===== config.mk =====
export PLATFORM = sky130hd
export DESIGN_NAME = link_rx_buffer_flat
export DESIGN_NICKNAME = d
export VERILOG_FILES = /design/src/rtl/link_pkg.sv /design/src/rtl/link_rx_buffer_if.sv /design/src/rtl/link_rx_buffer_mem.sv /design/src/rtl/link_rx_buffer.sv /design/src/flat_wrapper.sv
export SDC_FILE = /design/constraint.sdc
export NUM_CORES = 1
export LEC_CHECK = 0
export CORE_MARGIN = 10
export CORE_UTILIZATION = 45
export DETAILED_ROUTE_END_ITERATION = 10
export GPL_ROUTABILITY_DRIVEN = 1
export GPL_TIMING_DRIVEN = 0
export PLACE_DENSITY = 0.63
export REMOVE_ABC_BUFFERS = 1
export SETUP_SLACK_MARGIN = 0.02
export SKIP_LAST_GASP = 1
export SYNTH_ARGS = -nofsm -noshare
export SYNTH_HDL_FRONTEND = slang
export SYNTH_HIERARCHICAL = 1
export SYNTH_SLANG_ARGS = --single-unit

===== constraint.sdc =====
create_clock -name clk -period 5.1 [get_ports clk]
set_input_delay 1.02 -clock clk [delete_from_list [all_inputs] [get_ports clk]]
set_output_delay 1.02 -clock clk [all_outputs]
set_load 0.02 [all_outputs]

===== src/rtl/link_pkg.sv =====
// -----------------------------------------------------------------------------
// link_pkg
// Shared definitions for the serial link receive path.
//   PAYLOAD_W    : width of one link payload word
//   HEADER_IDLE  : link header code for an idle frame
//   HEADER_DATA  : link header code for a data frame
//   rxb_state_e  : output-stage state of link_rx_buffer
//   payload_t    : one payload word
// No ports; imported by the link_rx_buffer files.
// -----------------------------------------------------------------------------
package link_pkg;

  localparam int PAYLOAD_W = 24;

  localparam logic [7:0] HEADER_IDLE = 8'h00;
  localparam logic [7:0] HEADER_DATA = 8'h01;

  typedef enum logic [0:0] {
    RXB_EMPTY = 1'b0,
    RXB_SHOW  = 1'b1
  } rxb_state_e;

  typedef logic [PAYLOAD_W-1:0] payload_t;

endpackage


===== src/rtl/link_rx_buffer_if.sv =====
// -----------------------------------------------------------------------------
// link_rx_buffer_if
// Groups the link-side receive strobe/credit signals and the consumer-side
// valid/ready read port of the receive buffer.
//   receive_data          : payload word from the link
//   receive_data_valid    : one-cycle strobe qualifying receive_data
//   receive_data_consumed : one-cycle credit-return pulse per popped word
//   rd_data               : head-of-queue word (first-word-fall-through)
//   rd_valid              : rd_data valid
//   rd_ready              : consumer accepts rd_data
// Modports:
//   slave  : the buffer itself
//   master : the environment (link + consumer) around the buffer
// -----------------------------------------------------------------------------
interface link_rx_buffer_if;
  import link_pkg::*;

  payload_t receive_data;
  logic     receive_data_valid;
  logic     receive_data_consumed;
  payload_t rd_data;
  logic     rd_valid;
  logic     rd_ready;

  modport slave (
    input  receive_data,
    input  receive_data_valid,
    input  rd_ready,
    output receive_data_consumed,
    output rd_data,
    output rd_valid
  );

  modport master (
    output receive_data,
    output receive_data_valid,
    output rd_ready,
    input  receive_data_consumed,
    input  rd_data,
    input  rd_valid
  );

endinterface


===== src/rtl/link_rx_buffer_mem.sv =====
// -----------------------------------------------------------------------------
// link_rx_buffer_mem
// DEPTH x PAYLOAD_W simple dual-port RAM: synchronous write, registered read.
// Contents are never reset.
//   clk     : clock
//   i_we    : write enable
//   i_waddr : write address
//   i_wdata : write data
//   i_raddr : read address, sampled every cycle
//   o_rdata : registered read data (mem[i_raddr] of the previous edge)
// A read and write of the same address on one edge returns the old contents.
// -----------------------------------------------------------------------------
module link_rx_buffer_mem
  import link_pkg::*;
#(
  parameter  int DEPTH = 16,
  localparam int AW    = $clog2(DEPTH)
) (
  input  logic          clk,
  input  logic          i_we,
  input  logic [AW-1:0] i_waddr,
  input  payload_t      i_wdata,
  input  logic [AW-1:0] i_raddr,
  output payload_t      o_rdata
);

  payload_t r_mem [DEPTH];
  payload_t r_rdata;

  // Write port.
  always_ff @(posedge clk) begin
    if (i_we) begin
      r_mem[i_waddr] <= i_wdata;
    end
  end

  // Registered read port.
  always_ff @(posedge clk) begin
    r_rdata <= r_mem[i_raddr];
  end

  assign o_rdata = r_rdata;

endmodule


===== src/rtl/link_rx_buffer.sv =====
// -----------------------------------------------------------------------------
// link_rx_buffer
// Receive-side elastic buffer behind the serial link. Every receive strobe is
// stored in a FIFO (no backpressure to the link); words leave through a
// first-word-fall-through valid/ready port, and each popped word returns one
// credit pulse to the link. Dropping the cable flushes the buffer.
//
// Ports:
//   clk             : clock, all logic on posedge
//   res_n           : synchronous active-low reset
//   cable_connected : low flushes pointers/level, ignores pushes
//   rx_if           : link_rx_buffer_if.slave (receive strobe, credit return,
//                     rd_data/rd_valid/rd_ready)
//   level           : stored word count, 0..DEPTH
//   full / empty    : level == DEPTH / level == 0
//   overflow        : sticky, a word was dropped because the buffer was full
//   stat_words      : (LINK_RX_BUFFER_STATS_EN) accepted pushes, saturating
//   stat_drops      : (LINK_RX_BUFFER_STATS_EN) dropped pushes, saturating
//
// Optional feature macro: LINK_RX_BUFFER_STATS_EN adds the two counters.
// -----------------------------------------------------------------------------
module link_rx_buffer
  import link_pkg::*;
#(
  parameter  int DEPTH = 16,
  localparam int AW    = $clog2(DEPTH)
) (
  input  logic                clk,
  input  logic                res_n,
  input  logic                cable_connected,
  link_rx_buffer_if.slave     rx_if,
  output logic [AW:0]         level,
  output logic                full,
  output logic                empty,
  output logic                overflow
`ifdef LINK_RX_BUFFER_STATS_EN
  ,
  output logic [31:0]         stat_words,
  output logic [15:0]         stat_drops
`endif
);

  localparam logic [AW-1:0] PTR_ONE   = AW'(1);
  localparam logic [AW-1:0] PTR_ZERO  = {AW{1'b0}};
  localparam logic [AW:0]   LVL_ONE   = (AW+1)'(1);
  localparam logic [AW:0]   LVL_ZERO  = {(AW+1){1'b0}};
  localparam logic [AW:0]   LVL_DEPTH = (AW+1)'(DEPTH);

  rxb_state_e    r_state;
  logic          r_rd_valid;
  logic [AW-1:0] r_wr_ptr;
  logic [AW-1:0] r_rd_ptr;
  logic [AW:0]   r_level;
  logic          r_full;
  logic          r_empty;
  logic          r_overflow;
  logic          r_consumed;
  logic          r_byp;
  payload_t      r_byp_data;

  logic          w_flush;
  logic          w_pop;
  logic          w_push_req;
  logic          w_push;
  logic          w_drop;
  logic          w_collide;
  logic [AW-1:0] w_wr_ptr_nxt;
  logic [AW-1:0] w_rd_ptr_nxt;
  logic [AW:0]   w_level_nxt;
  payload_t      w_ram_q;

  // Handshake decode. A full buffer still accepts a push when a pop frees
  // the head slot on the same edge.
  always_comb begin
    w_flush    = !cable_connected;
    w_pop      = r_rd_valid && rx_if.rd_ready;
    w_push_req = rx_if.receive_data_valid && cable_connected;
    w_push     = w_push_req && (!r_full || w_pop);
    w_drop     = w_push_req && r_full && !w_pop;
  end

  // Next pointer / level values, flush forces everything back to zero.
  always_comb begin
    w_wr_ptr_nxt = r_wr_ptr;
    w_rd_ptr_nxt = r_rd_ptr;
    w_level_nxt  = r_level;
    if (w_flush) begin
      w_wr_ptr_nxt = PTR_ZERO;
      w_rd_ptr_nxt = PTR_ZERO;
      w_level_nxt  = LVL_ZERO;
    end else begin
      w_wr_ptr_nxt = w_push ? (r_wr_ptr + PTR_ONE) : r_wr_ptr;
      w_rd_ptr_nxt = w_pop  ? (r_rd_ptr + PTR_ONE) : r_rd_ptr;
      case ({w_push, w_pop})
        2'b10:   w_level_nxt = r_level + LVL_ONE;
        2'b01:   w_level_nxt = r_level - LVL_ONE;
        default: w_level_nxt = r_level;
      endcase
    end
  end

  // The RAM is addressed with the next read pointer so a pop shows the
  // following word without a bubble. When that word is being written on the
  // same edge the RAM returns stale data, so the write data is bypassed.
  always_comb begin
    w_collide = w_push && (r_wr_ptr == w_rd_ptr_nxt);
  end

  link_rx_buffer_mem #(
    .DEPTH (DEPTH)
  ) u_mem (
    .clk     (clk),
    .i_we    (w_push),
    .i_waddr (r_wr_ptr),
    .i_wdata (rx_if.receive_data),
    .i_raddr (w_rd_ptr_nxt),
    .o_rdata (w_ram_q)
  );

  // Pointers, level, decoded flags, credit return and read bypass.
  always_ff @(posedge clk) begin
    if (!res_n) begin
      r_wr_ptr   <= PTR_ZERO;
      r_rd_ptr   <= PTR_ZERO;
      r_level    <= LVL_ZERO;
      r_full     <= 1'b0;
      r_empty    <= 1'b1;
      r_overflow <= 1'b0;
      r_consumed <= 1'b0;
      r_byp      <= 1'b1;
      r_byp_data <= {PAYLOAD_W{1'b0}};
    end else begin
      r_wr_ptr   <= w_wr_ptr_nxt;
      r_rd_ptr   <= w_rd_ptr_nxt;
      r_level    <= w_level_nxt;
      r_full     <= (w_level_nxt == LVL_DEPTH);
      r_empty    <= (w_level_nxt == LVL_ZERO);
      r_overflow <= r_overflow || w_drop;
      // A pop on the flush-entry edge still returns its credit.
      r_consumed <= w_pop;
      r_byp      <= w_collide;
      r_byp_data <= w_collide ? rx_if.receive_data : r_byp_data;
    end
  end

  // Output FSM: EMPTY shows nothing, SHOW presents the head word.
  always_ff @(posedge clk) begin
    if (!res_n) begin
      r_state    <= RXB_EMPTY;
      r_rd_valid <= 1'b0;
    end else if (w_flush) begin
      r_state    <= RXB_EMPTY;
      r_rd_valid <= 1'b0;
    end else begin
      case (r_state)
        RXB_EMPTY: begin
          if (r_level != LVL_ZERO) begin
            r_state    <= RXB_SHOW;
            r_rd_valid <= 1'b1;
          end else begin
            r_state    <= RXB_EMPTY;
            r_rd_valid <= 1'b0;
          end
        end
        RXB_SHOW: begin
          if (w_pop && (w_level_nxt == LVL_ZERO)) begin
            r_state    <= RXB_EMPTY;
            r_rd_valid <= 1'b0;
          end else begin
            r_state    <= RXB_SHOW;
            r_rd_valid <= 1'b1;
          end
        end
        default: begin
          r_state    <= RXB_EMPTY;
          r_rd_valid <= 1'b0;
        end
      endcase
    end
  end

  assign rx_if.rd_valid              = r_rd_valid;
  assign rx_if.rd_data               = r_byp ? r_byp_data : w_ram_q;
  assign rx_if.receive_data_consumed = r_consumed;
  assign level                       = r_level;
  assign full                        = r_full;
  assign empty                       = r_empty;
  assign overflow                    = r_overflow;

`ifdef LINK_RX_BUFFER_STATS_EN
  logic [31:0] r_stat_words;
  logic [15:0] r_stat_drops;

  // Saturating traffic counters; a flush does not clear them.
  always_ff @(posedge clk) begin
    if (!res_n) begin
      r_stat_words <= 32'd0;
      r_stat_drops <= 16'd0;
    end else begin
      if (w_push && (r_stat_words != {32{1'b1}})) begin
        r_stat_words <= r_stat_words + 32'd1;
      end
      if (w_drop && (r_stat_drops != {16{1'b1}})) begin
        r_stat_drops <= r_stat_drops + 16'd1;
      end
    end
  end

  assign stat_words = r_stat_words;
  assign stat_drops = r_stat_drops;
`endif

endmodule


===== src/flat_wrapper.sv =====
// flat-port wrapper written by rule: the top's interface ports become plain ports
module link_rx_buffer_flat import link_pkg::*;
#(
  parameter  int DEPTH = 16,
  localparam int AW    = $clog2(DEPTH)
)
  (clk, res_n, cable_connected, level, full, empty, overflow, rx_if_receive_data, rx_if_receive_data_valid, rx_if_rd_ready, rx_if_receive_data_consumed, rx_if_rd_data, rx_if_rd_valid);
  link_rx_buffer_if rx_if_i ();
  input  logic clk;
  input  logic res_n;
  input  logic cable_connected;
  output logic [AW:0] level;
  output logic full;
  output logic empty;
  output logic overflow;
  input wire logic [$bits(rx_if_i.receive_data)-1:0] rx_if_receive_data;
  input wire logic [$bits(rx_if_i.receive_data_valid)-1:0] rx_if_receive_data_valid;
  input wire logic [$bits(rx_if_i.rd_ready)-1:0] rx_if_rd_ready;
  output wire logic [$bits(rx_if_i.receive_data_consumed)-1:0] rx_if_receive_data_consumed;
  output wire logic [$bits(rx_if_i.rd_data)-1:0] rx_if_rd_data;
  output wire logic [$bits(rx_if_i.rd_valid)-1:0] rx_if_rd_valid;
  assign rx_if_i.receive_data = rx_if_receive_data;
  assign rx_if_i.receive_data_valid = rx_if_receive_data_valid;
  assign rx_if_i.rd_ready = rx_if_rd_ready;
  assign rx_if_receive_data_consumed = rx_if_i.receive_data_consumed;
  assign rx_if_rd_data = rx_if_i.rd_data;
  assign rx_if_rd_valid = rx_if_i.rd_valid;
  link_rx_buffer #(.DEPTH(DEPTH)) u_core (.clk(clk), .res_n(res_n), .cable_connected(cable_connected), .rx_if(rx_if_i), .level(level), .full(full), .empty(empty), .overflow(overflow));
endmodule

==> results of run 1 <==
-- kinds of logic after synthesis --
kind of cell / after synthesis / synth area share
DFF: 451 / 0.7502
and+or+nand+nor: 148 / 0.04113
muxes: 123 / 0.1437
AOI/OAI and AO/OA: 92 / 0.03799
buffers and inverters: 57 / 0.01670
xor gates and xnor gates: 13 / 0.006636
adders and majority gates: 5 / 0.003646
-- how the worst max path moves through the flow --
stage	endpoint	slack, ns	start
after global routing	u_core/full	1.05	cable_connected
after global placement	u_core/r_byp_data[21]	-8.70	cable_connected
after floorplan	u_core/u_mem/o_rdata[0]	-4.42	rx_if_rd_ready
final	u_core/full	1.29	cable_connected
after CTS	u_core/full	1.33	cable_connected
after detailed placement	u_core/u_mem/o_rdata[18]	0.77	rx_if_rd_ready
-- layout make-up --
type	count	area, um^2	share of cell area
clock buffer	68	1308	0.06411
clock inverter	17	131.4	0.006441
inverter	6	22.52	0.001104
timing repair buffer	97	1270	0.06227
tap	511	639.4	0.03135
multi-input combinational	381	4151	0.2035
sequential	451	12870	0.6312
-- layout by cell type, fill, tap and decap left out, types with 2 or more instances in the layout --
cell type	n
edfxtp_1	384
mux4_2	96
dfxtp_1	66
clkdlybuf4s50_1	61
nand2_1	58
clkbuf_16	49
a22oi_1	48
nand3_1	26
mux2_2	24
clkbuf_1	18
o21ai_0	16
nor2_4	14
buf_12	13
nor2_1	12
o21ai_2	10
buf_16	9
xnor2_1	8
clkinv_1	7
buf_6	7
clkinv_2	6
xor2_1	5
nand2b_1	5
inv_1	5
and2_1	5
nand3_2	5
a21o_1	5
ha_1	5
a21oi_1	4
and3_1	4
nor3_2	4
a31oi_1	3
buf_8	3
buf_4	3
bufinv_16	2
clkinvlp_4	2
nand4_1	2
mux2i_1	2
nor3_1	2
nor2b_4	2
nand3b_1	2
-- where the power goes --
group	internal, mW	leakage (nW)	switching, mW
Sequential	4.03	4.01	0.0153
Clock	1.87	0.695	1.30
Combinational	0.111	1.72	0.145
-- layer usage --
metal	global-route usage	vias up
met2	0.2499	206
met3	0.02851	55
met4	0.03708	0
met1	0.2069	4472
li1	-	3778
met5	0	-
-- through the flow --
stage / std cells / power [mW] / TNS (ns) / setup slack (ns)
after global routing: 1531 / 7.720 / 0 / 1.047
after floorplan: 838 / 4.233 / -184.50 / -4.417
after global placement: 1411 / 4.371 / -708.86 / -8.701
after detailed placement: 1446 / 4.385 / 0 / 0.7725
final: 1531 / 7.475 / 0 / 1.295
after CTS: 1531 / 7.554 / 0 / 1.327
-- sequential cells by signal, summed over array words and instances (netlist names) --
register and count:
u_core/empty 1, u_core/full 1, u_core/level 5, u_core/overflow 1
u_core/r_byp 1, u_core/r_byp_data 24, u_core/r_rd_ptr 4, u_core/r_wr_ptr 4
u_core/rx_if.rd_valid 1, u_core/rx_if.receive_data_consumed 1, u_core/u_mem/o_rdata 24, u_core/u_mem/r_mem 384
-- tightest hold or removal path, cell delays in order, from the launching register on --
cell and delay [ns]:
dfxtp_1 0.31, nand3_2 0.06, o21ai_2 0.04
==> flow_metrics.env, run 1 <==
export IMPL_ys_async_sr_fraction=0
export IMPL_critical_path_cell_chain="clkdlybuf4s50_1 -> nand2_1 -> a21oi_1 -> inv_1 -> ha_1 -> xor2_1 -> ha_1 -> a21oi_1 -> xnor2_1 -> nor2_1 -> xnor2_1 -> and3_1 -> nor3b_1"
export IMPL_cp_depth=13
export IMPL_root_buffer="clkbuf_16"
export IMPL_wl_met3_um=1831
export IMPL_max_stage_delay_ns=0.63
export IMPL_synth_edff_count=384
export IMPL_wl_met2_um=17490
export IMPL_rsz0062_at_grt="no"
export IMPL_crit_family="compound AO/OA/AOI/OAI gates"
export IMPL_antenna_found_initial=0
export IMPL_post_synth_top_count_cell="edfxtp_1"
export IMPL_synthTopCellsByArea="edfxtp_1, mux4_2, dfxtp_1"
export IMPL_yosysSeqAreaShare=0.7502
export IMPL_critical_path_slowest_cell="clkdlybuf4s50_1"
export IMPL_die_area_um2=46340
export IMPL_grt_max_degree=31
export IMPL_p_leak_nw=6.423
export IMPL_netlist_area_um2=17160
export IMPL_worstSetupPathType="input pin to flop"
export IMPL_wl_per_cell_um=23.27
export IMPL_wl_met1_um=15680
export IMPL_fin_skew_ns=0.01240
export IMPL_drive_above_1_share=0.2520
export IMPL_io_buffers=62
export IMPL_cts_buffer_depth=3
export IMPL_critical_path_startpoint_type="input pin"
export IMPL_drv_cap=0
export IMPL_syn2layout_area_growth_pct=18.86
export IMPL_cp_end_kind="flop"
export IMPL_worst_path_buf_inv=2
export IMPL_path_clk_slew_ns=0.06
export IMPL_hold_buffers=0
export IMPL_cts_tree="built"
export IMPL_utilization=0.5415
export IMPL_highest_layer="met4"
export IMPL_cts_buffers=46
export IMPL_dpl_cell_area_um2=18960
export IMPL_post_cts_resized=0
export IMPL_yosysTopAreaCell="edfxtp_1"
export IMPL_ir_worst_vdd_mv=0.2523
export IMPL_first_pass_iters=4
export IMPL_track_usage=0.1525
export IMPL_diodes=0
export IMPL_required_ns=5.55
export IMPL_die_h_um=215.3
export IMPL_r2r_end="u_core/r_byp_data[2]"
export IMPL_min_period_over_period=0.7461
export IMPL_grt_pass1_vias=8838
export IMPL_grt_overflow=0
export IMPL_hp_start="u_core/r_byp_data[14]"
export IMPL_tightest_slew_ns=1.484
export IMPL_core_area_um2=37670
export IMPL_worst_r2r_setup_slack_ns=1.90
export IMPL_drc=0
export IMPL_critPathMaxFanout=9
export IMPL_ff2ff_path_depth=9
export IMPL_hold_ws_ns=0.4539
export IMPL_finalInstanceArea_um2=20400
export IMPL_synth_top_area_share=0.6720
export IMPL_dp_hpwl_um=21790
export IMPL_syn_inst=889
export IMPL_placementRows=71
export IMPL_synthFlopType="edfxtp_1"
export IMPL_cts_setup_buffers=0
export IMPL_htree_levels=2
export IMPL_routed_via_density=5.559
export IMPL_clkSinkCount=451
export IMPL_slew_violations=0
export IMPL_min_path_type="flop to flop"
export IMPL_gp_congestion=0.7256
export IMPL_cellPowerDensity_nw_per_um2=366.5
export IMPL_avgSynthCellArea_um2=19.30
export IMPL_clk_latency_ns=0.54
export IMPL_setup_violations=0
export IMPL_final_hold_viol_count=0
export IMPL_synth_cell_type_count=45
export IMPL_fp_dieW_um=215.3
export IMPL_nFillCells=2937
export IMPL_nNetsFinal=1017
export IMPL_whs_endpoint="u_core/r_byp_data[14]"
export IMPL_whs_path_depth=2
export IMPL_fmax_ghz=0.2628
export IMPL_vias=8511
export IMPL_crit_arrival_ns=4.25
export IMPL_synth_common_cells="edfxtp_1, mux4_2, dfxtp_1, nand2_1, a22oi_1"
export IMPL_floorplan_initialDensity=0.4556
export IMPL_status="finished, final reports clean"
export IMPL_drtIter0Drc=544
export IMPL_ios=63
export IMPL_grt_pass1_wl_um=54530
export IMPL_postRouteWirelength_um=35630
export IMPL_ys_seq_elements=451
export IMPL_antenna_left=0
export IMPL_slew_headroom=0.01094
export IMPL_period_minus_slack_ns=3.805
export IMPL_timing_rr_start="u_core/r_rd_ptr[0]"
export IMPL_ys_warn_count=6
(Power assumes the default switching activity.)
==> run 2, diff against run 1 <==
--- a/config.mk
+++ b/config.mk
@@ -10,7 +10,7 @@
 export DETAILED_ROUTE_END_ITERATION = 10
 export GPL_ROUTABILITY_DRIVEN = 1
 export GPL_TIMING_DRIVEN = 0
-export PLACE_DENSITY = 0.63
+export PLACE_DENSITY = 0.65
 export REMOVE_ABC_BUFFERS = 1
 export SETUP_SLACK_MARGIN = 0.02
 export SKIP_LAST_GASP = 1
==> constraint.sdc (replaced) <==
create_clock -name clk -period 3.25 [get_ports clk]
set_input_delay 0.65 -clock clk [delete_from_list [all_inputs] [get_ports clk]]
set_output_delay 0.65 -clock clk [all_outputs]
set_load 0.02 [all_outputs]
==> run 2 against run 1 <==
First-iteration DRC count is 0.74% higher. Clock power is 70% higher. Largest power group unchanged. Worst hold slack worse by 0.00074 ns. Non-clock buffer count is 20 higher. Largest cell class unchanged.
==> flow_metrics.env, run 2 (synthesis gave the netlist of run 1 again) <==
export IMPL_layoutNonFillerInstCount=1551
export IMPL_cts_tree="built"
export IMPL_critical_path_slowest_cell="dfxtp_2"
export IMPL_antenna_left=0
export IMPL_drive_above_1_share=0.2846
export IMPL_worst_path_buf_inv=2
export IMPL_p_int_mw=9.735
export IMPL_vias=8453
export IMPL_power_mw=12.16
export IMPL_die_area_um2=46340
export IMPL_critPathMaxFanout=14
export IMPL_slew_headroom=0.3447
export IMPL_io_buffers=62
export IMPL_p_sw_frac=0.1996
export IMPL_routed_via_density=5.450
export IMPL_fmax_ghz=0.3293
export IMPL_required_ns=2.60
export IMPL_diodes=0
export IMPL_floorplan_initialDensity=0.4556
export IMPL_core_area_um2=37670
export IMPL_p_comb_frac=0.034
export IMPL_slew_violations=0
export IMPL_rsz0062_at_grt="yes"
export IMPL_dp_hpwl_um=22160
export IMPL_final_hold_viol_count=0
export IMPL_grt_pass1_vias=9009
export IMPL_fin_skew_ns=0.007172
export IMPL_clkSinkCount=451
export IMPL_min_path_type="flop to flop"
export IMPL_ir_worst_vdd_mv=0.5010
export IMPL_postRouteWirelength_um=35680
export IMPL_most_common_layout_cells="edfxtp_1, mux4_2, dfxtp_1"
export IMPL_root_buffer="clkbuf_16"
export IMPL_track_usage=0.1551
export IMPL_period_minus_slack_ns=3.037
export IMPL_crit_family="buffers and inverters"
export IMPL_largest_reg_flops=384
export IMPL_setup_violations=0
export IMPL_regMostFlops="u_core/u_mem/r_mem"
export IMPL_ios=63
export IMPL_worstSetupPathType="flop to output pin"
export IMPL_grt_pass1_wl_um=55320
export IMPL_fp_dieW_um=215.3
export IMPL_place_ws_ns=-0.7735
export IMPL_clk_latency_ns=0.56
export IMPL_drc=0
export IMPL_max_stage_delay_ns=0.65
export IMPL_nNetsFinal=1037
export IMPL_final_common_cell="edfxtp_1"
export IMPL_crit_arrival_ns=2.39
export IMPL_dp_cells=1450
export IMPL_hold_ws_ns=0.4532
export IMPL_status="finished, final reports clean"
export IMPL_cp_end_kind="output pin"
export IMPL_grt_overflow=0
export IMPL_critical_path_startpoint_type="flop"
export IMPL_netSwitchingPower_mw=2.428
export IMPL_worst_r2r_setup_slack_ns=0.39
export IMPL_tightest_slew_ns=0.9809
export IMPL_drtIter0Drc=548
export IMPL_htree_levels=2
export IMPL_hold_buffers=0
export IMPL_syn2layout_area_growth_pct=21.10
export IMPL_critical_path_cell_chain="buf_16 -> mux2_2 -> clkdlybuf4s50_1"
export IMPL_grt_max_degree=31
export IMPL_min_period_over_period=0.9344
export IMPL_worst_slack_ns=0.2131
export IMPL_first_pass_iters=4
export IMPL_cts_buffers=46
export IMPL_cellPowerDensity_nw_per_um2=585.3
export IMPL_die_h_um=215.3
export IMPL_wl_per_cell_um=23.01
export IMPL_antenna_found_initial=1
export IMPL_p_leak_nw=6.638
export IMPL_cts_buffer_depth=3
export IMPL_placementRows=71
export IMPL_path_clk_slew_ns=0.06
export IMPL_seqPwrFrac=0.522
export IMPL_drv_cap=0
export IMPL_p_clk_frac=0.444
export IMPL_gp_congestion=0.7135
==> run 2: power groups by stage <==
stage,clock (mW),sequential [mW],combinational [mW]
5_1_grt,5.76,6.35,0.452
3_5_place_dp,0,6.47,0.412
6_report,5.40,6.35,0.413
3_3_place_gp,0,6.48,0.380
2_1_floorplan,0,6.47,0.175
4_1_cts,5.52,6.35,0.414
==> run 2: metrics by stage <==
| step | instance area [um^2] | utilization | setup TNS [ns] |
|---|---|---|---|
| finish | 20780 | 0.5517 | 0 |
| global placement | 18150 | 0.4820 | -1336.51 |
| CTS | 20620 | 0.5474 | 0 |
| global route | 20780 | 0.5517 | 0 |
| detailed placement | 19040 | 0.5055 | -137.06 |
| floorplan | 16900 | - | -296.48 |
==> run 2: repair_timing <==
item                                    4_1_cts  5_1_grt
buffers inserted                              0       15
resized for setup                             1        2
pin swaps                                     0        2
endpoints found under the setup margin       29       28
==> run 2: layout make-up <==
class                           count  area [um^2]
Multi-Input combinational cell    381         4163
Timing Repair Buffer              117         1510
Inverter                            6        22.52
Fill cell                        2915        16890
Clock buffer                       48         1190
Sequential cell                   451        12870
Tap cell                          511        639.4
Clock inverter                     37        381.6
==> run 2: worst register-to-register path: cells and delay by family (launching register included) <==
family	cells	cell delay, ns
AO/OA/AOI/OAI	2	0.47
adder cells (fa/ha/maj)	2	0.52
flip-flops	1	0.45
AND/OR/NAND/NOR	4	0.71
buffers and inverters	1	0.10
XOR/XNOR	3	0.52
==> run 2: final timing paths <==
| path | from | endpoint | depth (start not counted) |
|---|---|---|---|
| worst max register to register | u_core/rx_if.rd_valid | u_core/full | 12 |
| worst max-delay path | u_core/r_byp | rx_if_rd_data[4] | 3 |
| worst min register to register | u_core/r_byp_data[15] | u_core/r_byp_data[15] | 2 |
| worst min-delay path | u_core/r_byp_data[15] | u_core/r_byp_data[15] | 2 |
==> run 2: layer usage <==
layer | global-route usage | routed length [um] | part of all wire
met1 | 0.2026 | 15540 | 0.44
met2 | 0.2599 | 17810 | 0.50
met3 | 0.02809 | 1588 | 0.045
met4 | 0.04623 | 733 | 0.021
met5 | 0 | 13 | 0.00036
==> patch: new RTL, config.mk and constraints of run 2 <==
`DEPTH` is set to 16 in 3 places; all go to 32.
--- a/src/rtl/link_rx_buffer_mem.sv
+++ b/src/rtl/link_rx_buffer_mem.sv
@@ -13,7 +13,7 @@
 module link_rx_buffer_mem
   import link_pkg::*;
 #(
-  parameter  int DEPTH = 16,
+  parameter  int DEPTH = 32,
   localparam int AW    = $clog2(DEPTH)
 ) (
   input  logic          clk,
--- a/src/rtl/link_rx_buffer.sv
+++ b/src/rtl/link_rx_buffer.sv
@@ -22,7 +22,7 @@
 module link_rx_buffer
   import link_pkg::*;
 #(
-  parameter  int DEPTH = 16,
+  parameter  int DEPTH = 32,
   localparam int AW    = $clog2(DEPTH)
 ) (
   input  logic                clk,
--- a/src/flat_wrapper.sv
+++ b/src/flat_wrapper.sv
@@ -1,7 +1,7 @@
 // flat-port wrapper written by rule: the top's interface ports become plain ports
 module link_rx_buffer_flat import link_pkg::*;
 #(
-  parameter  int DEPTH = 16,
+  parameter  int DEPTH = 32,
   localparam int AW    = $clog2(DEPTH)
 )
   (clk, res_n, cable_connected, level, full, empty, overflow, rx_if_receive_data, rx_if_receive_data_valid, rx_if_rd_ready, rx_if_receive_data_consumed, rx_if_rd_data, rx_if_rd_valid);
Interface: changed (resized level); port bits go from 63 to 64. No check against the original RTL was run, so the function may have changed too.
==> patch against run 2 <==
  * Combinational power rose by 34%
  * Area after synthesis rose by 94%
  * Final area rose by 89%
  * Utilization fell by 1.4 points
  * Clock skew rose by 30 ps
  * Worst setup slack got worse by 13 ps
  * Wire length rose by 130%
  * Maximum frequency fell by 0.42%
  * Worst hold slack improved by 20 ps
  * Clock power rose by 80%
  * Total power rose by 82%
  * Critical path depth rose by 6
  * Sequential cell count rose by 387
  * Die area rose by 84%
==> patch: results (changes against run 2) <==
Synthesis
  – Part of the Yosys area used for sequential elements: 73.5% (-1.5 points)
  – Gate count after technology mapping: 2,034 (+130%)
  – Library cells used by synthesis: 57 (+27%)
  – Most instantiated cells after synthesis: sky130_fd_sc_hd__edfxtp_1, sky130_fd_sc_hd__mux2i_1, sky130_fd_sc_hd__nand2_1
  – Number of flops mapped to enable cells by yosys: 768 (+100%)

Place
  – Placement-stage cell area: 36,400 um^2 (+91%)
  – I/O Buffers: 63 (+1.6%)
  – Cell total after placement: 3,004 (+110%)

Setup path
  – Worst setup path startpoint: u_core/rx_if.rd_valid$_SDFF_PN0_
  – Cell with the largest stage delay on the worst path: sky130_fd_sc_hd__o21ai_4
  – Data arrival time of the critical path: 3540 ps (+1150 ps)
  – Cell type group with the largest total delay on the critical path: compound AO/OA/AOI/OAI gates
  – Maximum cell stage delay along the critical path: 560 ps (-90 ps)
  – Crit-path max FO: 51 (+37)

Worst hold path
  – Launch point of the worst hold path: u_core/overflow$_SDFF_PN0_

Power
  – Leakage Power: 11.9 nW (+80%)

Detailed routing
  – Detailed router's first-iteration violation count: 1,977 (+260%)

Layout
  – Share of cells above drive strength 1: 13.4% (-15 points)
  – Core utilization of the finished layout: 53.8% (-1.4 points)
  – Nets: 2,180 (+110%)
  – Filler cell count in the final layout: 5,575 (+91%)

Clock tree
  – Inserted Clock Buffers: 86 (+87%)
  – H-tree level count: 3 (+1)

Global routing
  – Vias in the first global route: 18,800 (+110%)
  – Aggregate global-route resource usage: 18.9% (+3.4 points)

Run status
  – Result of the run: finished clean
-- patch: cell types whose count changed after synthesis, moves of 23 or more --
cell,before,now
sky130_fd_sc_hd__nand2_1,58,109
sky130_fd_sc_hd__a21oi_1,5,77
sky130_fd_sc_hd__edfxtp_1,384,768
sky130_fd_sc_hd__o211ai_1,0,25
sky130_fd_sc_hd__buf_2,13,36
sky130_fd_sc_hd__nor2_1,26,52
sky130_fd_sc_hd__a22oi_1,48,72
sky130_fd_sc_hd__or3_1,1,26
sky130_fd_sc_hd__mux2i_1,2,387
sky130_fd_sc_hd__mux4_2,96,0
sky130_fd_sc_hd__a31oi_1,3,26
sky130_fd_sc_hd__o2111ai_1,0,25
sky130_fd_sc_hd__nand3_1,26,80
sky130_fd_sc_hd__a22o_1,0,48
-- patch: area by class of cell --
cell class	instances	share of cell area (%)
well taps	959	3.05
clock inverters	42	1.07
repair buffers	150	6.28
inverters	5	0.0477
diodes	1	0.00636
clock buffers	117	6.02
multi-input cells	1065	21.4
flip-flops and latches	838	62.2
-- patch: repair_timing --
item                       CTS  global route
setup endpoints to repair  583            13
cloned                       2             2
pin swaps                    3             1
buffers inserted             8             3
gates resized for setup     13             7
-- patch: layer usage --
metal | global-route usage, % | vias to the layer above | routed length [um]
li1 | - | 8250 | -
met1 | 26.3 | 9687 | 36100
met2 | 29.4 | 756 | 38000
met3 | 3.15 | 170 | 5960
met4 | 7.57 | 4 | 2800
met5 | 0.737 | - | 98
-- patch: cells by family after synthesis --
group | synth area share, %
mux | 12.4
xor+xnor | 0.410
buf+inv | 2.39
simple gates | 4.86
compound gates | 6.23
fa+ha+maj | 0.188
flops | 73.5
-- patch: report_power, final --
group	leakage, nW	internal [mW]	total (mW)	switching [mW]
clock	1.37	5.75	9.71	3.96
combinational	3.08	0.207	0.554	0.347
sequential	7.49	11.8	11.8	0.0270
-- patch: worst paths after layout --
kind,endpoint,slack [ps],cells past startpoint
setup / recovery,u_core/u_mem/o_rdata[12]$_DFF_P_,200,9
hold reg to reg,u_core/overflow$_SDFF_PN0_,470,1
setup reg to reg,u_core/u_mem/o_rdata[12]$_DFF_P_,200,9
hold / removal,u_core/overflow$_SDFF_PN0_,470,1
